`src/rtl/uart_rx_param_if.sv`:
```
// uart_rx_param_if
//   Bundles the receiver's serial input and its word-delivery outputs.
//   Build macro: UART_RX_BREAK_DETECT_EN adds the po_break signal.
//
//   Signals:
//     rx             serial line, idle high, driven by the line side
//     po_data        received word, LSB first on the line
//     po_flag        one-cycle pulse: po_data and the error flags are valid
//     po_parity_err  parity mismatch on this word (valid with po_flag)
//     po_frame_err   a stop bit was sampled as 0 (valid with po_flag)
//     busy           a frame is in progress
//     po_break       break condition (only with UART_RX_BREAK_DETECT_EN)
//
//   Modports:
//     master  the receiver (consumes rx, drives the results)
//     slave   the line/consumer side (drives rx, observes the results)
interface uart_rx_param_if #(
  parameter int DATA_BITS = 8
);
  logic                 rx;
  logic [DATA_BITS-1:0] po_data;
  logic                 po_flag;
  logic                 po_parity_err;
  logic                 po_frame_err;
  logic                 busy;
`ifdef UART_RX_BREAK_DETECT_EN
  logic                 po_break;
`endif

  modport master (
    input  rx,
    output po_data,
    output po_flag,
    output po_parity_err,
    output po_frame_err,
`ifdef UART_RX_BREAK_DETECT_EN
    output po_break,
`endif
    output busy
  );

  modport slave (
    output rx,
    input  po_data,
    input  po_flag,
    input  po_parity_err,
    input  po_frame_err,
`ifdef UART_RX_BREAK_DETECT_EN
    input  po_break,
`endif
    input  busy
  );
endinterface

```
`src/rtl/uart_rx_param.sv`:
```
// uart_rx_param
//   Parametrised UART receiver: DATA_BITS data bits (5..9), PARITY
//   (0 none, 1 odd, 2 even), STOP_BITS (1 or 2). Each bit is sampled with
//   16x oversampling and a 2-of-3 majority vote on oversample ticks 7, 8, 9.
//   Parity and framing errors are reported with every received word.
//   Build macro: UART_RX_BREAK_DETECT_EN enables break detection (po_break)
//   and a 16-tick idle-high requirement before the next frame is accepted.
//
//   Ports:
//     clk  system clock
//     rst  synchronous reset, active-high
//     bus  uart_rx_param_if.master: rx in; po_data, po_flag,
//          po_parity_err, po_frame_err, busy (and po_break) out
module uart_rx_param #(
  parameter int CLK_FREQ  = 50000000,
  parameter int BAUD_RATE = 9600,
  parameter int DATA_BITS = 8,
  parameter int PARITY    = 0,
  parameter int STOP_BITS = 1,
  parameter int OSR_DIV   = CLK_FREQ / (BAUD_RATE * 16)
) (
  input  logic            clk,
  input  logic            rst,
  uart_rx_param_if.master bus
);

  localparam int              TW        = $clog2(OSR_DIV);
  localparam logic [TW-1:0]   TICK_LAST = TW'(OSR_DIV - 1);
  localparam logic [3:0]      LAST_BIT  = 4'(DATA_BITS - 1);

  localparam logic [2:0] S_IDLE   = 3'd0;
  localparam logic [2:0] S_START  = 3'd1;
  localparam logic [2:0] S_DATA   = 3'd2;
  localparam logic [2:0] S_PARITY = 3'd3;
  localparam logic [2:0] S_STOP   = 3'd4;

  function automatic logic majority3(input logic a, input logic b, input logic c);
    return (a & b) | (a & c) | (b & c);
  endfunction

  // Synchroniser (rx_p0, rx_p1) and edge-detect delay (rx_p2)
  logic rx_p0, rx_p1, rx_p2;
  // arm_sr/armed: only accept a falling edge once the synchroniser holds
  // real line values and the line has been seen high, so a line held low
  // through reset does not start a frame.
  logic [1:0] arm_sr;
  logic       armed;

  logic [2:0]           state;
  logic [TW-1:0]        tcnt;
  logic [3:0]           s_cnt;
  logic [3:0]           bit_cnt;
  logic                 stop_idx;
  logic                 perr, ferr;
  logic                 vote_a, vote_b;
  logic [DATA_BITS-1:0] shreg;

  logic [DATA_BITS-1:0] data_q;
  logic                 flag_q, perr_q, ferr_q;

  logic run, tick, resolve, wrap, fall, bit_val, exp_par, last_stop, start_ok;

`ifdef UART_RX_BREAK_DETECT_EN
  logic       par_bit;
  logic       brk_q;
  logic       brk_wait;
  logic [3:0] hcnt;
  logic       is_break;
  assign run      = (state != S_IDLE) || brk_wait;
  assign start_ok = !brk_wait;
  assign is_break = (shreg == '0) && ((PARITY == 0) || !par_bit) && (ferr || !bit_val);
`else
  assign run      = (state != S_IDLE);
  assign start_ok = 1'b1;
`endif

  assign tick      = run && (tcnt == TICK_LAST);
  assign resolve   = tick && (state != S_IDLE) && (s_cnt == 4'd9);
  assign wrap      = tick && (state != S_IDLE) && (s_cnt == 4'd15);
  assign fall      = armed && rx_p2 && !rx_p1;
  assign bit_val   = majority3(vote_a, vote_b, rx_p1);
  assign exp_par   = (PARITY == 1) ? ~(^shreg) : (^shreg);
  assign last_stop = (STOP_BITS == 1) || stop_idx;

  // Stage p0..p2: control path, counters and result registers
  always_ff @(posedge clk) begin
    if (rst) begin
      rx_p0    <= 1'b1;
      rx_p1    <= 1'b1;
      rx_p2    <= 1'b1;
      arm_sr   <= 2'b00;
      armed    <= 1'b0;
      state    <= S_IDLE;
      tcnt     <= '0;
      s_cnt    <= '0;
      bit_cnt  <= '0;
      stop_idx <= 1'b0;
      perr     <= 1'b0;
      ferr     <= 1'b0;
      data_q   <= '0;
      flag_q   <= 1'b0;
      perr_q   <= 1'b0;
      ferr_q   <= 1'b0;
`ifdef UART_RX_BREAK_DETECT_EN
      brk_q    <= 1'b0;
      brk_wait <= 1'b0;
      hcnt     <= '0;
`endif
    end else begin
      rx_p0  <= bus.rx;
      rx_p1  <= rx_p0;
      rx_p2  <= rx_p1;
      arm_sr <= {arm_sr[0], 1'b1};
      armed  <= armed | (arm_sr[1] & rx_p1);

      // Result strobes default low so error flags only appear with po_flag
      flag_q <= 1'b0;
      perr_q <= 1'b0;
      ferr_q <= 1'b0;
`ifdef UART_RX_BREAK_DETECT_EN
      brk_q  <= 1'b0;
`endif

      // Tick counter held at 0 while idle so the phase aligns to the start edge
      if (!run || tcnt == TICK_LAST) tcnt <= '0;
      else                           tcnt <= tcnt + 1'b1;

      if (tick && state != S_IDLE) s_cnt <= s_cnt + 4'd1;

`ifdef UART_RX_BREAK_DETECT_EN
      // After a break, require 16 consecutive high ticks before re-arming
      if (brk_wait) begin
        if (!rx_p1) begin
          hcnt <= '0;
        end else if (tick) begin
          if (hcnt == 4'd15) begin
            brk_wait <= 1'b0;
            hcnt     <= '0;
          end else begin
            hcnt <= hcnt + 4'd1;
          end
        end
      end
`endif

      case (state)
        S_IDLE: begin
          if (fall && start_ok) begin
            state    <= S_START;
            s_cnt    <= '0;
            bit_cnt  <= '0;
            stop_idx <= 1'b0;
            perr     <= 1'b0;
            ferr     <= 1'b0;
          end
        end
        S_START: begin
          if (resolve && bit_val) begin
            state <= S_IDLE;
            s_cnt <= '0;
          end else if (wrap) begin
            state   <= S_DATA;
            bit_cnt <= '0;
          end
        end
        S_DATA: begin
          if (wrap) begin
            if (bit_cnt == LAST_BIT) state <= (PARITY != 0) ? S_PARITY : S_STOP;
            else                     bit_cnt <= bit_cnt + 4'd1;
          end
        end
        S_PARITY: begin
          if (resolve && (bit_val != exp_par)) perr <= 1'b1;
          if (wrap) state <= S_STOP;
        end
        S_STOP: begin
          if (resolve) begin
            if (!bit_val) ferr <= 1'b1;
            // Return mid-stop-bit to tolerate back-to-back frames
            if (last_stop) begin
              data_q <= shreg;
              flag_q <= 1'b1;
              perr_q <= perr;
              ferr_q <= ferr | ~bit_val;
              state  <= S_IDLE;
              s_cnt  <= '0;
`ifdef UART_RX_BREAK_DETECT_EN
              brk_q    <= is_break;
              brk_wait <= is_break;
              hcnt     <= '0;
`endif
            end
          end else if (wrap) begin
            stop_idx <= 1'b1;
          end
        end
        default: state <= S_IDLE;
      endcase
    end
  end

  // Stage p1: vote samples and data shift register (no reset needed)
  always_ff @(posedge clk) begin
    if (tick && s_cnt == 4'd7) vote_a <= rx_p1;
    if (tick && s_cnt == 4'd8) vote_b <= rx_p1;
    if (resolve && state == S_DATA) shreg <= {bit_val, shreg[DATA_BITS-1:1]};
`ifdef UART_RX_BREAK_DETECT_EN
    if (resolve && state == S_PARITY) par_bit <= bit_val;
`endif
  end

  assign bus.po_data       = data_q;
  assign bus.po_flag       = flag_q;
  assign bus.po_parity_err = perr_q;
  assign bus.po_frame_err  = ferr_q;
  assign bus.busy          = (state != S_IDLE);
`ifdef UART_RX_BREAK_DETECT_EN
  assign bus.po_break      = brk_q;
`endif

endmodule

```
`src/flat_wrapper.sv`:
```
// flat-port wrapper written by rule: the top's interface ports become plain ports
module uart_rx_param_flat 
#(
  parameter int CLK_FREQ  = 50000000,
  parameter int BAUD_RATE = 9600,
  parameter int DATA_BITS = 8,
  parameter int PARITY    = 0,
  parameter int STOP_BITS = 1,
  parameter int OSR_DIV   = CLK_FREQ / (BAUD_RATE * 16)
)
  (clk, rst, bus_rx, bus_po_data, bus_po_flag, bus_po_parity_err, bus_po_frame_err, bus_busy);
  uart_rx_param_if #(.DATA_BITS(DATA_BITS)) bus_i ();
  input  logic clk;
  input  logic rst;
  input wire logic [$bits(bus_i.rx)-1:0] bus_rx;
  output wire logic [$bits(bus_i.po_data)-1:0] bus_po_data;
  output wire logic [$bits(bus_i.po_flag)-1:0] bus_po_flag;
  output wire logic [$bits(bus_i.po_parity_err)-1:0] bus_po_parity_err;
  output wire logic [$bits(bus_i.po_frame_err)-1:0] bus_po_frame_err;
  output wire logic [$bits(bus_i.busy)-1:0] bus_busy;
  assign bus_i.rx = bus_rx;
  assign bus_po_data = bus_i.po_data;
  assign bus_po_flag = bus_i.po_flag;
  assign bus_po_parity_err = bus_i.po_parity_err;
  assign bus_po_frame_err = bus_i.po_frame_err;
  assign bus_busy = bus_i.busy;
  uart_rx_param #(.CLK_FREQ(CLK_FREQ), .BAUD_RATE(BAUD_RATE), .DATA_BITS(DATA_BITS), .PARITY(PARITY), .STOP_BITS(STOP_BITS), .OSR_DIV(OSR_DIV)) u_core (.clk(clk), .rst(rst), .bus(bus_i));
endmodule
```
`config.mk`:
```
export PLATFORM = sky130hd
export DESIGN_NAME = uart_rx_param_flat
export DESIGN_NICKNAME = d
export VERILOG_FILES = /design/src/rtl/uart_rx_param_if.sv /design/src/rtl/uart_rx_param.sv /design/src/flat_wrapper.sv
export SDC_FILE = /design/constraint.sdc
export NUM_CORES = 1
export LEC_CHECK = 0
export BUFFER_PORTS_ARGS = -buffer_cell sky130_fd_sc_hd__buf_4
export CORE_ASPECT_RATIO = 1.25
export CORE_UTILIZATION = 55
export DETAILED_ROUTE_END_ITERATION = 16
export PLACE_DENSITY_LB_ADDON = 0.2
export SLEW_MARGIN = 40
export SYNTH_ARGS = -nofsm -noshare
export SYNTH_HDL_FRONTEND = slang
export SYNTH_SLANG_ARGS = --single-unit
```
`constraint.sdc`:
```
create_clock -name clk -period 4.95 [get_ports clk]
set_input_delay 0.99 -clock clk [delete_from_list [all_inputs] [get_ports clk]]
set_output_delay 0.99 -clock clk [all_outputs]
set_load 0.005 [all_outputs]
```
# Word-level counts from Yosys, hierarchy flattened
# Index checks and enable logic that the tools add are counted.
[classes]
n_reduce_logical = 28
eq_ne = 22
add_sub_neg = 3
bitwise = 11
n_mux = 27
[ops]
columns = ["op", "count"]
rows = [
  ["$mux W4", 9],
  ["$pmux W4 S3", 2],
  ["$mux W3", 7],
  ["$pmux W3 S5", 1],
  ["$ne A2 B1 Y1 const B", 7],
  ["$eq A4 B4 Y1 const B", 3],
  ["$reduce_and A6 Y1", 2],
  ["$logic_and A1 B1 Y1", 11],
  ["$add A9 B1 Y9 const B", 1],
  ["$eq A9 B9 Y1 const B", 1],
  ["$add A4 B1 Y4 const B", 2],
  ["$eq A4 B3 Y1 const B", 2],
  ["$reduce_xor A8 Y1", 1],
  ["$eq A3 B2 Y1 const B", 2],
  ["$mux W1", 6],
  ["$ne A2 B2 Y1 const B", 3],
  ["$reduce_bool A3 Y1", 2],
  ["$and A1 B1 Y1", 4],
  ["$or A1 B1 Y1", 4],
  ["$pmux W1 S2", 2],
  ["$reduce_and A4 Y1", 1],
  ["$reduce_bool A2 Y1", 2],
  ["$reduce_or A2 Y1", 2],
  ["$eq A3 B1 Y1 const B", 1],
  ["10 further kinds", 13],
]
[totals]
inputBits = 3
register_bits = 49
output_inout_bits = 12
wordCells = 110

# Longest topological paths before layout
[depth]
depth_word = 7
mapped_depth = 8
ltp_nobuf = 7

# Worst setup path after synthesis
# No wires, ideal clock.
[synth_path]
path_type = "register -> output"
start = "register u_core.state[2]"
end = "output bus_busy"
path_slack_ns = 3.107
t_required_ns = 3.960
n_path_buf = 1
t_arrival_ns = 0.853
path_stages_with_launch = 4
path_cell_list = "dfxtp_1 > clkbuf_8 > nor3_4 > inv_1"
[synth_between]
elab_chain_len = 1
[synth_lines]
columns = ["item", "line", "source"]
rows = [
  ["from (decl)", "uart_rx_param.sv:49", "logic [2:0] state;"],
  ["from (signal assigned)", "uart_rx_param.sv:168", "if (bit_cnt == LAST_BIT) state <= (PARITY != 0) ? S_PARITY : S_STOP;"],
  ["$reduce_bool A3 Y1", "uart_rx_param.sv:216", "assign bus.busy = (state != S_IDLE);"],
  ["to (decl)", "flat_wrapper.sv:20", "output wire logic [$bits(bus_i.busy)-1:0] bus_busy;"],
]
# No other way between the ends.

# Worst setup path after layout
# Ends and elaborated chain as after synthesis.

==> flow_summary.toml <==
[global_routing]
use_met3_pct = 4.787
grt_pass1_wl_um = 6630
grt.total_usage_pct = 20.70
gr-max-usage-layer = "met2"
grt_pass1_vias = 1490
met2_usage_pct = 36.14
use_met1_pct = 23.78
antenna_found_initial = 0
grt_max_degree = 22
grt-ovfl-total = 0

[sta]
setup_ws_ns = 2.529
relSlewSlack_pct = 55.67
period_needed_ns = 2.421
final_max_slew_viol_count = 0
finalHoldViolCount = 0
rsz0062_at_grt = "false"
fmax_ghz = 0.4131
clock_skew_ns = 0.009227
tightestPinTransition_ns = 0.6625
final-setup-viol-count = 0
setup_tns_ns = 0
timing.final.crit_share_pct = 48.90

[run]
maxCapViolCount = 0

[logic_synthesis]
synth_ff_type = "dfxtp_1"
seq_area_frac_synth_pct = 49.04
syn_avg_cell_area_um2 = 10.55
async_reset_ff_share_pct = 0
synthCells = 209
synth_enable_flop_cells = 10
ys_seq_elements = 49
synth.distinct_cells = 47
synth_nets = 218
syn-cell-area_um2 = 2205
ys_warn_count = 0

[placed_design]
postPlaceCellArea_um2 = 2333
dpl.hpwl_um = 2867
port_buffers = 14
dp_slack_ns = 2.881
gp_routability_congestion = 0.9780

[floorplan]
rows = 25
fp.dieArea_um2 = 4267
initial_core_util_pct = 57.77
die_x_um = 58.63
core_area_um2 = 3816
num_io_pins = 15
fp.dieH_um = 72.79

[route]
drc = 0
wl_per_cell_um = 13.75
via_per_inst = 5.418
drt-initial-drc-count = 62
vias = 1517
ant_nets = 0
wirelength_um = 3850
firstDrtPassIters = 4

[setup_path]
reg2reg_slack_ns = 2.99
crit_buf_inv = 2
crit_family = "flip-flops"
required_ns = 3.96
cpPeakStageDelay_ns = 0.43
reg2reg_depth = 4
critPathMaxFanout = 10
worstSetupPathType = "reg2out"
reg2reg_to = "u_core.vote_a$_DFFE_PP_"
slowest_stage = "dfxtp_1"
arrival_ns = 1.43
crit_path_end_kind = "primary output"
r2r-start = "u_core.tcnt[2]$_SDFF_PP0_"
cp-start-kind = "flip-flop"
cp_cell_sequence = "nor3_4 -> inv_1 -> buf_4"

[hold_path]
min_from = "u_core.rx_p0$_SDFF_PP1_"
whs_endpoint = "u_core.rx_p1$_SDFF_PP1_"
hold_depth = 1
hp-class = "reg2reg"

[clock_network]
cts-buffers-inserted = 5
clockBufferDepth = 2
htree_num_levels = 2
post-cts-setup-buffers = 0
cts_num_sinks = 49
root_buffer = "clkbuf_8"
clock_latency_ns = 0.30
cts_tree = "built"
postCtsResizedCells = 0
cts_hold_buf = 0
cts.clk_slew.worst_paths_ns = 0.09

[power_and_ir_drop]
p_total_mw = 0.6467
total_leakage_power_nw = 0.9475
peakVddDrop_mv = 0.1600
pwr_density_cell_nw_per_um2 = 267.2

[cells_and_area]
drive_above_1_share_pct = 16.81
syn2layout_area_growth_pct = 9.762
finish.net_count = 234
antenna_cells = 0
final_cell_area_um2 = 2420

[run_status]
status = "complete, no violations"
[per-layer routing]
layer,wire (µm),vias up
li1,-,761
met1,1673,729
met2,2009,20
met3,92,7
met4,74,0
met5,0,-
[area by class of cell]
cell class / count / area (µm²)
Multi-Input combinational cell: 146 / 1046
Clock inverter: 3 / 17.52
Tap cell: 54 / 67.56
Timing Repair Buffer: 14 / 105.1
Sequential cell: 49 / 1081
Inverter: 9 / 33.78
Fill cell: 346 / 1396
Clock buffer: 5 / 68.82
[per-stage QoR]
step / instances / util, % / hold WS (ns)
4_1_cts: 280 / 63.41 / 0.4278
3_5_place_dp: 272 / 61.15 / 0.4033
2_1_floorplan: 209 / - / 0.3895
5_1_grt: 280 / 63.41 / 0.4376
6_report: 280 / 63.41 / 0.4226
3_3_place_gp: 272 / 61.15 / 0.4021
[how the worst max path moves through the flow]
stage / startpoint / cells after the start / endpoint / slack (ns)
final: u_core.state[2]$_SDFFE_PP0P_ / 3 / bus_busy / 2.53
after global placement: u_core.state[2]$_SDFFE_PP0P_ / 3 / bus_busy / 2.92
after CTS: u_core.state[2]$_SDFFE_PP0P_ / 3 / bus_busy / 2.54
after floorplan: u_core.state[2]$_SDFFE_PP0P_ / 3 / bus_busy / 3.11
after detailed placement: u_core.state[2]$_SDFFE_PP0P_ / 3 / bus_busy / 2.88
after global routing: u_core.state[2]$_SDFFE_PP0P_ / 3 / bus_busy / 2.45
[cells by family after synthesis]
logic type	Yosys count	synth area share, %
mux	12	5.505
buf+inv	14	3.519
simple gates	94	24.92
fa+ha+maj	7	3.859
compound gates	17	6.187
xor+xnor	16	6.980
flops	49	49.04
[sequential cells by signal, summed over array words and instances (netlist names), 2 cells and up]
register            count
u_core.bus.po_data      8
u_core.s_cnt            4
u_core.tcnt             9
u_core.state            3
u_core.bit_cnt          4
u_core.shreg            8
u_core.arm_sr           2
[where the power goes]
group	internal [mW]	total (mW)	switching, mW
Clock	0.0976	0.223	0.126
Sequential	0.408	0.409	0.00153
Combinational	0.00540	0.0138	0.00837
[worst register-to-register path, stage by stage (launching register included)]
cell     delay, ns
dfxtp_1       0.46
or4b_4        0.54
nor3_4        0.30
nand2_1       0.13
nor3b_1       0.22
[layout by cell type, fill, tap and decap left out, drive strengths merged, types with 2 or more instances in the layout]
cell type / n
dfxtp: 39
nor2: 35
buf: 14
nand3: 12
nand2: 11
mux2i: 11
xnor2: 10
edfxtp: 10
inv: 9
nor3: 8
ha: 6
xor2: 5
clkbuf: 5
or2: 4
and3: 3
nor2b: 3
clkinv: 3
and4b: 2
and3b: 2
nand4: 2
nand3b: 2
a21o: 2
and2: 2
a21oi: 2
o21ai: 2
a31oi: 2
a311oi: 2
or3b: 2
[Yosys cell counts (2+ instances only)]
library cell | instances | area [µm²]
a21o_1 | 2 | 15.01
a21oi_1 | 2 | 10.01
a311oi_1 | 2 | 17.52
a31oi_1 | 2 | 12.51
and2_1 | 2 | 12.51
and3_1 | 3 | 18.77
and3b_1 | 2 | 17.52
and4b_1 | 2 | 20.02
buf_6 | 2 | 22.52
clkbuf_1 | 2 | 7.510
dfxtp_1 | 39 | 780.8
edfxtp_1 | 10 | 300.3
ha_1 | 6 | 75.07
inv_1 | 9 | 33.78
mux2i_1 | 11 | 110.1
nand2_1 | 11 | 41.29
nand3_1 | 10 | 50.05
nand3_2 | 2 | 20.02
nand3b_1 | 2 | 15.01
nand4_1 | 2 | 12.51
nor2_1 | 35 | 131.4
nor2b_1 | 3 | 18.77
nor3_1 | 5 | 25.02
nor3_4 | 3 | 48.80
o21ai_0 | 2 | 10.01
or2_2 | 4 | 25.02
xnor2_1 | 10 | 87.58
xor2_1 | 5 | 43.79
Power figures use the tool's default switching activity.
